File: src/rtl/oport_uart_tx_pkg.sv
// Shared definitions for the output-port UART transmitter.
// FSM state encodings and 8N1 frame constants.
// No logic; imported by the transmitter top.
package oport_uart_tx_pkg;

   typedef enum logic [1:0] {
      ST_IDLE  = 2'd0,
      ST_START = 2'd1,
      ST_DATA  = 2'd2,
      ST_STOP  = 2'd3
   } tx_state_t;

   localparam logic START_BIT = 1'b0;
   localparam logic STOP_BIT  = 1'b1;
   localparam int   DATA_BITS = 8;

endpackage

File: src/rtl/oport_uart_tx_sync_fifo.sv
// Small synchronous FIFO with registered full/empty and occupancy count.
// Latency: a pushed entry is visible at pop_data the cycle after the push edge.
// No internal guarding: caller must never push when full without a pop, nor pop when empty.
module oport_uart_tx_sync_fifo #(
   parameter int WIDTH = 8,
   parameter int DEPTH = 4
) (
   input  logic                       clk,
   input  logic                       reset,
   input  logic                       push,
   input  logic [WIDTH-1:0]           push_data,
   input  logic                       pop,
   output logic [WIDTH-1:0]           pop_data,
   output logic [$clog2(DEPTH):0]     count,
   output logic                       full,
   output logic                       empty
);

   localparam int AW = $clog2(DEPTH);
   localparam int CW = AW + 1;

   logic [WIDTH-1:0] mem [DEPTH];
   logic [AW-1:0]    wr_ptr;
   logic [AW-1:0]    rd_ptr;
   logic [CW-1:0]    count_nxt;

   assign count_nxt = count + CW'(push) - CW'(pop);
   assign pop_data  = mem[rd_ptr];

   // Storage array; contents need no reset since count gates visibility.
   always_ff @(posedge clk) begin
      if (push) mem[wr_ptr] <= push_data;
   end

   // Pointers, occupancy and registered status flags.
   always_ff @(posedge clk or negedge reset) begin
      if (!reset) begin
         wr_ptr <= '0;
         rd_ptr <= '0;
         count  <= '0;
         full   <= 1'b0;
         empty  <= 1'b1;
      end else begin
         if (push) wr_ptr <= wr_ptr + AW'(1);
         if (pop)  rd_ptr <= rd_ptr + AW'(1);
         count <= count_nxt;
         full  <= (count_nxt == CW'(DEPTH));
         empty <= (count_nxt == '0);
      end
   end

endmodule

File: src/rtl/oport_uart_tx.sv
// Captures CPU output-port writes into a FIFO and serialises them as 8N1 UART on tx.
// Latency: write at edge N into idle/empty -> start bit from edge N+1, frame ends at N+1+10*CLKS_PER_BIT.
// No backpressure to the CPU: writes arriving with the FIFO full and no pop are dropped and flag overflow.
module oport_uart_tx
   import oport_uart_tx_pkg::*;
#(
   parameter int CLKS_PER_BIT = 16,
   parameter int FIFO_DEPTH   = 4
) (
   input  logic       clk,
   input  logic       reset,
   input  logic [7:0] oport_data,
   input  logic       oport_we,
   input  logic       c_halt,
   output logic       tx,
   output logic       busy,
   output logic       fifo_full,
   output logic       overflow,
   output logic       drained
);

   localparam int BW = $clog2(CLKS_PER_BIT);
   localparam int CW = $clog2(FIFO_DEPTH) + 1;
   localparam logic [BW-1:0] BAUD_LAST = BW'(CLKS_PER_BIT - 1);
   localparam logic [2:0]    BIT_LAST  = 3'(DATA_BITS - 1);

   tx_state_t     state_q, state_d;
   logic [BW-1:0] baud_q, baud_d;
   logic [2:0]    bit_q, bit_d;
   logic [7:0]    shreg_q, shreg_d;
   logic          tx_d;
   logic          busy_d;
   logic          pop;
   logic          push;
   logic          baud_last;
   logic [7:0]    head;
   logic [CW-1:0] fifo_count;
   logic [CW-1:0] count_nxt;
   logic          fifo_empty;

   // A full FIFO still accepts a write when the head leaves in the same cycle.
   assign push      = oport_we & (~fifo_full | pop);
   assign baud_last = (baud_q == BAUD_LAST);
   assign count_nxt = fifo_count + CW'(push) - CW'(pop);
   assign busy_d    = (state_d != ST_IDLE) | (count_nxt != '0);
   assign drained   = c_halt & ~busy;

   oport_uart_tx_sync_fifo #(
      .WIDTH (8),
      .DEPTH (FIFO_DEPTH)
   ) u_fifo (
      .clk       (clk),
      .reset     (reset),
      .push      (push),
      .push_data (oport_data),
      .pop       (pop),
      .pop_data  (head),
      .count     (fifo_count),
      .full      (fifo_full),
      .empty     (fifo_empty)
   );

   // Next-state, baud/bit counters, shifter and the registered line value.
   always_comb begin
      state_d = state_q;
      baud_d  = baud_q;
      bit_d   = bit_q;
      shreg_d = shreg_q;
      pop     = 1'b0;
      case (state_q)
         ST_IDLE: begin
            baud_d = '0;
            if (!fifo_empty) begin
               pop     = 1'b1;
               shreg_d = head;
               state_d = ST_START;
            end
         end
         ST_START: begin
            if (baud_last) begin
               baud_d  = '0;
               bit_d   = '0;
               state_d = ST_DATA;
            end else begin
               baud_d = baud_q + BW'(1);
            end
         end
         ST_DATA: begin
            if (baud_last) begin
               baud_d  = '0;
               shreg_d = shreg_q >> 1;
               if (bit_q == BIT_LAST) state_d = ST_STOP;
               else                   bit_d   = bit_q + 3'd1;
            end else begin
               baud_d = baud_q + BW'(1);
            end
         end
         ST_STOP: begin
            if (baud_last) begin
               baud_d = '0;
               // Chain straight into the next frame so bursts leave no idle gap.
               if (!fifo_empty) begin
                  pop     = 1'b1;
                  shreg_d = head;
                  state_d = ST_START;
               end else begin
                  state_d = ST_IDLE;
               end
            end else begin
               baud_d = baud_q + BW'(1);
            end
         end
         default: state_d = ST_IDLE;
      endcase
      case (state_d)
         ST_START: tx_d = START_BIT;
         ST_DATA:  tx_d = shreg_d[0];
         default:  tx_d = STOP_BIT;
      endcase
   end

   // FSM state, counters and registered outputs; reset forces the line idle at once.
   always_ff @(posedge clk or negedge reset) begin
      if (!reset) begin
         state_q <= ST_IDLE;
         baud_q  <= '0;
         bit_q   <= '0;
         shreg_q <= '0;
         tx      <= STOP_BIT;
         busy    <= 1'b0;
      end else begin
         state_q <= state_d;
         baud_q  <= baud_d;
         bit_q   <= bit_d;
         shreg_q <= shreg_d;
         tx      <= tx_d;
         busy    <= busy_d;
      end
   end

   // Sticky drop flag, cleared only by reset.
   always_ff @(posedge clk or negedge reset) begin
      if (!reset)                overflow <= 1'b0;
      else if (oport_we && !push) overflow <= 1'b1;
   end

endmodule

File: config.mk
export PLATFORM = sky130hd
export DESIGN_NAME = oport_uart_tx
export DESIGN_NICKNAME = d
export VERILOG_FILES = /design/src/rtl/oport_uart_tx_pkg.sv /design/src/rtl/oport_uart_tx_sync_fifo.sv /design/src/rtl/oport_uart_tx.sv
export SDC_FILE = /design/constraint.sdc
export NUM_CORES = 1
export LEC_CHECK = 0
export BUFFER_PORTS_ARGS = -buffer_cell sky130_fd_sc_hd__clkbuf_2
export CAP_MARGIN = 15
export CORE_AREA = 2 2 79 96
export DETAILED_ROUTE_END_ITERATION = 6
export DIE_AREA = 0 0 81 98
export GPL_ROUTABILITY_DRIVEN = 0
export GPL_TIMING_DRIVEN = 0
export PLACE_DENSITY = 0.6
export SKIP_CTS_REPAIR_TIMING = 1
export SLEW_MARGIN = 20
export SYNTH_ARGS = -nofsm -noshare
export SYNTH_HDL_FRONTEND = slang
export SYNTH_SLANG_ARGS = --single-unit
File: constraint.sdc
create_clock -name clk -period 3.5 [get_ports clk]
set_input_delay 0 -clock clk [delete_from_list [all_inputs] [get_ports clk]]
set_output_delay 0 -clock clk [all_outputs]
set_load 0.1 [all_outputs]
== Word-level counts from Yosys, hierarchy flattened ==
Memory sizes are Yosys's and may differ from the RTL's.
Cells that the tools add are included.

* Add/subtract/negate cells: 6
* Eq/ne operators: 12
* Muxes and demuxes: 23
* Bitwise gates (word level): 6
* Reductions and logical operators: 11

{| class="wikitable"
|+ Operator list
! cell !! count
|-
| $mux 8 || 3
|-
| $pmux 8 s3 || 1
|-
| $mux 2 || 5
|-
| $mux 3 || 3
|-
| $ne 2x2->1 const B || 4
|-
| $pmux 2 s4 || 1
|-
| $pmux 4 s2 || 1
|-
| $eq 2x2->1 const B || 3
|-
| $eq 3x3->1 const B || 2
|-
| $pmux 3 s2 || 1
|-
| $reduce_bool 3->1 || 2
|-
| $mux 1 || 5
|-
| $add 2x1->2 const B || 2
|-
| $add 4x1->4 const B || 1
|-
| $eq 2x1->1 const B || 2
|-
| $eq 4x4->1 const B || 1
|-
| $mux 4 || 1
|-
| $pmux 1 s2 || 2
|-
| $reduce_and 4->1 || 1
|-
| $reduce_bool 2->1 || 2
|-
| $add 3x1->3 || 1
|-
| $add 3x1->3 const B || 1
|-
| $logic_not 3->1 || 1
|-
| $reduce_and 3->1 || 1
|-
| other kinds (8) || 11
|}

* Register bits after elaboration: 29
* RAM bits: 32
* Output and inout bits: 5
* Logic and storage cells: 72
* Memories kept: 1

{| class="wikitable"
|+ Memories
! name !! depth !! bits a word !! read ports !! clocked after Yosys merged registers in !! wr ports !! RTL line !! text
|-
| u_fifo.mem || 4 || 8 || 1 || 0 || 1 || oport_uart_tx_sync_fifo.sv:22 || <nowiki>logic [WIDTH-1:0] mem [DEPTH];</nowiki>
|}

== Longest topological paths before layout ==
Gate-level depths: netlist of the first run.

* Depth after elaboration: 9
* Depth in mapped cells: 15
* Gate-level depth less buffers: 13

== Hierarchy ==
From an unflattened synthesis of the first run, not the netlist that was laid out.

* Cells, all modules: 215
* Area total of the unflattened synthesis: 2,944.1 um^2

{| class="wikitable"
|+ By module, submodules not included
! module !! instances !! cells each !! area an instance (um^2)
|-
| oport_uart_tx_sync_fifo || 1 || 77 || 1,611.5
|-
| oport_uart_tx || 1 || 138 || 1,332.5
|}

== Worst setup path before layout of the first run ==
Ideal clock, no wire load.

* Path type: reg-to-reg
* From: register baud_q[0]
* To: register busy
* Library setup time: 128 ps
* Arrival: 2,767 ps
* Setup slack: 605 ps
* Cell stages (with the launch flop): 16
* Buffers on the path: 2
* Clock period less this slack: 2,895 ps
* Path through: dfrtp_1 > ha_1 > and3_1 > buf_6 > a21oi_4 > or3_1 > buf_6 > inv_1 > ha_1 > inv_1 > ha_1 > fa_1 > xor2_1 > xnor2_1 > nor3_1 > nand2_1

* Word-level cells in the longest chain between the ends: 9
* Elaborated cells on any way between the ends: 14
* Classes of those cells: add/sub (2); eq/ne (1); mux (6); bitwise (3); reduce/logical (2)

{| class="wikitable"
|+ Ends and longest elaborated chain
! element !! RTL line !! text
|-
| start, declared || oport_uart_tx.sv:28 || <nowiki>logic [BW-1:0] baud_q, baud_d;</nowiki>
|-
| start signal, assigned || oport_uart_tx.sv:133 || <nowiki>baud_q <= baud_d;</nowiki>
|-
| $eq 4x4->1 * || oport_uart_tx.sv:43 || <nowiki>assign baud_last = (baud_q == BAUD_LAST);</nowiki>
|-
| $mux 1 * || oport_uart_tx.sv:99 || <nowiki>if (baud_last) begin</nowiki>
|-
| $pmux 1 s2 * || oport_uart_tx.sv:70 || <nowiki>case (state_q)</nowiki>
|-
| named net pop || oport_uart_tx.sv:33 || <nowiki>logic pop;</nowiki>
|-
| $or 1x1->1 || oport_uart_tx.sv:42 || <nowiki>assign push = oport_we & (~fifo_full | pop);</nowiki>
|-
| $and 1x1->1 || oport_uart_tx.sv:42 ||
|-
| $add 3x1->3 || oport_uart_tx.sv:44 || <nowiki>assign count_nxt = fifo_count + CW'(push) - CW'(pop);</nowiki>
|-
| $sub 3x1->3 * || oport_uart_tx.sv:44 ||
|-
| named net count_nxt[2] || oport_uart_tx.sv:38 || <nowiki>logic [CW-1:0] count_nxt;</nowiki>
|-
| $reduce_bool 3->1 * || oport_uart_tx.sv:45 || <nowiki>assign busy_d = (state_d != ST_IDLE) | (count_nxt != '0);</nowiki>
|-
| $or 1x1->1 * || oport_uart_tx.sv:45 ||
|-
| named net busy_d || oport_uart_tx.sv:32 || <nowiki>logic busy_d;</nowiki>
|-
| end signal, assigned || oport_uart_tx.sv:137 || <nowiki>busy <= busy_d;</nowiki>
|-
| end, declared || oport_uart_tx.sv:16 || <nowiki>output logic busy,</nowiki>
|}

Mark *: on every way through the listed nets, which the timed path passes. The rest lies on a longest branch.
A chain may end at the register's enable or synchronous reset.

== Worst setup path in the final report of the first run ==
Same ends and word-level chain as after synthesis.

==> results of run 1 <==
-- worst min path at each step --
stage / to / start
after detailed placement: bit_q[1] / reset
after CTS: bit_q[1] / reset
final: shreg_q[4] / reset
after global placement: bit_q[2] / reset
after global routing: bit_q[1] / reset
after floorplan: baud_q[0] / reset
-- layout by cell type, fill, tap and decap left out, types with 6 or more instances in the layout --
cell,netlist,routed
dlygate4sd3_1,0,10
clkbuf_2,0,16
ha_1,14,14
clkbuf_8,0,9
nand2_1,17,17
o21ai_0,11,11
mux4_2,8,8
edfxtp_1,32,32
a22oi_1,6,6
dfrtp_1,27,27
inv_1,11,11
-- worst reg2reg max path, delay by kind of cell, from the launching register on --
kind / cells / cell delay (ns)
adder cells (fa/ha/maj): 4 / 1.09
AND/OR/NAND/NOR: 4 / 0.67
XOR/XNOR: 2 / 0.32
buffers and inverters: 4 / 0.35
AO/OA/AOI/OAI: 1 / 0.19
flip-flops: 1 / 0.41
-- final cells by class --
cell class	instances	area, um^2
Clock buffer	9	123.9
Inverter	11	41.29
Sequential cell	61	1689
Fill cell	684	3854
Clock inverter	7	58.81
Timing Repair Buffer	26	180.2
Multi-Input combinational cell	112	959.7
Tap cell	90	112.6
Buffer	7	42.54
-- cell families after synthesis --
family                   share of synthesized area
AO/OA/AOI/OAI                               0.1044
multiplexers                               0.07509
XOR/XNOR                                   0.01923
buffers and inverters                      0.03067
flip-flops                                  0.6181
adder cells (fa/ha/maj)                    0.07143
AND/OR/NAND/NOR                            0.08105
-- metrics by stage --
step | worst slack, ns | std cells | utilization
floorplan | 0.6049 | 191 | -
global placement | 0.3486 | 297 | 0.4142
detailed placement | 0.3267 | 297 | 0.4142
CTS | 0.3017 | 313 | 0.4401
global route | 0.07297 | 323 | 0.4543
finish | 0.3624 | 323 | 0.4543
-- Yosys cell counts (2+ instances only) --
master / instances
edfxtp_1: 32
dfrtp_1: 27
nand2_1: 17
ha_1: 14
inv_1: 11
o21ai_0: 11
mux4_2: 8
a22oi_1: 6
and2_2: 5
nor2_1: 5
nor3_1: 5
xnor2_1: 5
a22o_1: 4
nor2b_1: 4
clkbuf_1: 3
a21o_1: 2
a41oi_1: 2
buf_6: 2
dfstp_2: 2
nand3_1: 2
nand3b_1: 2
o31ai_1: 2
-- power breakdown --
| part | internal, mW | switching [mW] | total (mW) |
|---|---|---|---|
| Clock | 0.264 | 0.303 | 0.567 |
| Sequential | 0.877 | 0.0404 | 0.917 |
| Combinational | 0.122 | 0.182 | 0.304 |
-- layer usage --
metal,track usage,up-vias
met3,0.02865,13
met5,0,-
met4,0.09387,0
met1,0.1556,773
li1,-,785
met2,0.2003,22
-- flip-flops by register name (all words and copies together) (netlist names) --
name and count:
u_fifo.mem 32, shreg_q 8, baud_q 4, bit_q 3
u_fifo.count 3, state_q 2, u_fifo.rd_ptr 2, u_fifo.wr_ptr 2
busy 1, overflow 1, tx 1, u_fifo.empty 1
u_fifo.full 1
==> impl_metrics.ini, run 1 <==
[status]
status = finished, final reports clean

[timing]
hold-worst-slack_ns = 0.2471
setup-tns-final_ns = 0
fmax_ghz = 0.3187
tightest_slew_ns = 0.8342
fin_skew_ns = 0.006854
slew_headroom = 0.4391
period_share = 0.8964
slew_viol_final = 0
hold_viol_final = 0
grt_setup_unrepaired = no
setup_viol = 0
period_needed_ns = 3.138

[synth]
synth_cell_types = 42
yosysTopAreaCellShare = 0.3516
ys_seq_area_frac = 0.6181
synth_edf_count = 32
syn_area_per_cell_um2 = 14.31
synthCells = 191
ys_warn_count = 0
yosysTopAreaCell = edfxtp_1
syn_area_um2 = 2733
async_flop_share = 0.4754
ys_ff_latch = 61
ys.flop_type = edfxtp_1
synth_area_leaders = edfxtp_1, dfrtp_1, mux4_2
syn_nets = 218

[hold_path]
hold_path_class = input port to async pin

[setup_path]
critical-path-max-stage-delay_ns = 0.41
cp-start-kind = register
cp_slowest_cell = dfrtp_1
critPathRequiredTime_ns = 3.72
path_common_cell = ha_1
reg2reg_from = baud_q[0]
critPathMaxFanout = 8
crit_cells = 15
cp_num_buf_inv = 4
reg2reg_to = busy
rrSetupSlack_ns = 0.36
crit_end = busy
critPathLaunch = baud_q[0]
rr_worst_depth = 15
criticalPathCategory = register to register
worst-endpoint-arrival_ns = 3.36
crit_path_cell_trace = ha_1, and3_1, buf_6, a21oi_4, or3_1, buf_6, inv_1, ha_1, inv_1, ha_1, fa_1, xor2_1, xnor2_1, nor3_1, nand2_1
endpoint_kind = register
cp_top_family = adder cells

[pwr]
leakagePower_nw = 1.291
p_total_mw = 1.789
powerDensity_nw_per_um2 = 557.5
peakVddDrop_uv = 315.2

[grt]
grt_pass1_wl_um = 7472
grt_pass1_vias = 1578
grt_usage = 0.1291
grt_overflow = 0
grt_max_degree = 30
antenna_found_initial = 0

[floorplanning]
die-area_um2 = 7938
start_util = 0.3870
fp-row-count = 34
core_area_um2 = 7062
io_pins = 17
die_y_um = 98
die_w_um = 81

[cells_and_area]
drive_above_1_share = 0.2318
nNetsFinal = 255
diodes = 0
final_area_um2 = 3208
areaGrowthSynthToFinish_pct = 17.40

[drt]
first_pass_iters = 4
routedWlPerCell_um = 14.05
wl_met2_um = 2242
drt_iter0_markers = 52
routedLengthMet1_um = 2040
avgViaCountPerCell = 4.932
finalWirelength_um = 4537
ant_nets = 0
vias = 1593
wl_met3_um = 99
top_layer_used = met4
drc_errors = 0

[clock_tree]
cts_tree = yes
cts-root-buf = clkbuf_8
clk_pin_slew_ns = 0.07
cts.sinks = 61
cts_buffers = 9
clock_latency_ns = 0.34
h-tree-depth = 3
clockBufferDepth = 2

[placement]
placed_area_um2 = 2925
portBuffers = 16
dp_hpwl_um = 3010

[job]
drv_cap = 0
No activity file was read; power rests on OpenSTA's default activity.
==> inputs of run 2 (changes only) <==
--- a/config.mk
+++ b/config.mk
@@ -7,12 +7,12 @@
 export LEC_CHECK = 0
 export BUFFER_PORTS_ARGS = -buffer_cell sky130_fd_sc_hd__clkbuf_2
 export CAP_MARGIN = 15
-export CORE_AREA = 2 2 79 96
+export CORE_AREA = 2 2 120 64
 export DETAILED_ROUTE_END_ITERATION = 6
-export DIE_AREA = 0 0 81 98
+export DIE_AREA = 0 0 122 66
 export GPL_ROUTABILITY_DRIVEN = 0
 export GPL_TIMING_DRIVEN = 0
-export PLACE_DENSITY = 0.6
+export PLACE_DENSITY = 0.61
 export SKIP_CTS_REPAIR_TIMING = 1
 export SLEW_MARGIN = 20
 export SYNTH_ARGS = -nofsm -noshare
==> impl_metrics.ini, run 2 (same netlist as run 1, synthesis figures left out) <==
[floorplanning]
io_pins = 17
die_w_um = 122
fp-row-count = 22
die-area_um2 = 8052
core_area_um2 = 7019
start_util = 0.3893
die_y_um = 66

[timing]
setup_viol = 0
period_share = 0.9021
fmax_ghz = 0.3167
setup-tns-final_ns = 0
fin_skew_ns = 0.007030
tightest_slew_ns = 0.8708
slew_viol_final = 0
hold_viol_final = 0
period_needed_ns = 3.157
grt_setup_unrepaired = no
slew_headroom = 0.4145
fin_ws_ns = 0.3428

[setup_path]
criticalPathCategory = register to register
path_common_cell = ha_1
rrSetupSlack_ns = 0.34
critPathMaxFanout = 8
reg2reg_from = baud_q[0]
cp_top_family = adder cells
critPathRequiredTime_ns = 3.70
worst-endpoint-arrival_ns = 3.36
reg2reg_to = busy
critical-path-max-stage-delay_ns = 0.41
cp-start-kind = register
cp_slowest_cell = dfrtp_1
rr_worst_depth = 15
cp_num_buf_inv = 4
crit_path_cell_trace = ha_1, and3_1, buf_6, a21oi_4, or3_1, buf_6, inv_1, ha_1, inv_1, ha_1, fa_1, xor2_1, xnor2_1, nor3_1, nand2_1
endpoint_kind = register

[status]
status = finished, final reports clean

[clock_tree]
h-tree-depth = 3
cts_buffers = 9
cts.sinks = 61
clockBufferDepth = 2
cts_tree = yes
cts-root-buf = clkbuf_16
clk_pin_slew_ns = 0.05
clock_latency_ns = 0.32

[drt]
avgViaCountPerCell = 4.915
ant_nets = 0
drt_iter0_markers = 47
routedWlPerCell_um = 15.11
vias = 1617
finalWirelength_um = 4971
drc_errors = 0
first_pass_iters = 4

[cells_and_area]
drive_above_1_share = 0.2189
largest_reg_flops = 32
areaGrowthSynthToFinish_pct = 22.21
final_core_util = 0.4758
top_register = u_fifo.mem
diodes = 0
layout_commonest_cell = edfxtp_1
reg_top3 = u_fifo.mem (32), shreg_q (8), baud_q (4)
final_cell_mix = edfxtp_1, dfrtp_1, nand2_1
nNetsFinal = 255
final_area_um2 = 3339
final_cells = 329
num-fill-cells = 630

[pwr]
powerDensity_nw_per_um2 = 639.9
leakagePower_nw = 1.356
peakVddDrop_uv = 404.8

[grt]
grt_pass1_wl_um = 8355
grt_overflow = 0
antenna_found_initial = 0
grt_max_degree = 30
grt_usage = 0.1449
grt_pass1_vias = 1580

[placement]
post-place-ws_ns = 0.3629
placed_area_um2 = 2933
place_inst = 303
portBuffers = 16
dp_hpwl_um = 3335

[hold_path]
hold_path_class = input port to async pin

[job]
drv_cap = 0
## run 2: cell count changes in the layout (fill, tap and decap cells not counted)
cell        delta
clkinv_4       -3
clkinv_2       +2
clkinv_1       +2
clkbuf_16      +9
clkinvlp_4     -2
bufinv_16      +2
clkbuf_8       -9
inv_6          -2
clkbuf_1       +1
## run 2: cell type report
type	instances	area [um^2]	area share
well taps	96	120.1	0.03597
clock inverters	6	77.57	0.02323
repair buffers	26	180.2	0.05395
plain buffers	7	42.54	0.01274
clock buffers	10	229.0	0.06857
flip-flops and latches	61	1689	0.5058
multi-input cells	112	959.7	0.2874
inverters	11	41.29	0.01236
## run 2: routing by layer
layer	global-route usage	share of wire	vias to the layer above
met4	0.03879	0.0030	0
met2	0.1809	0.39	39
met1	0.2173	0.54	793
met5	0	0	-
met3	0.06983	0.062	2
li1	-	-	783
## run 2: worst max path at each step
stage	cells past startpoint	startpoint	slack (ns)	endpoint
after floorplan	15	baud_q[0]	0.60	busy
after global placement	15	baud_q[0]	0.37	busy
after detailed placement	15	baud_q[0]	0.36	busy
after CTS	15	baud_q[0]	0.33	busy
after global routing	15	baud_q[0]	0.07	busy
final	15	baud_q[0]	0.34	busy
## run 2: power by group
part	internal (mW)	leakage (nW)	switching (mW)
Clock	0.615	0.151	0.295
Sequential	0.879	0.640	0.0419
Combinational	0.121	0.564	0.184
Total	1.62	1.36	0.521
## run 2: per-stage QoR
step,hold WS [ns],total power [mW]
2_1_floorplan,-0.2956,1.151
3_3_place_gp,0.1010,1.230
3_5_place_dp,0.1071,1.236
4_1_cts,-0.2515,2.156
5_1_grt,0.3387,2.237
6_report,0.2766,2.137
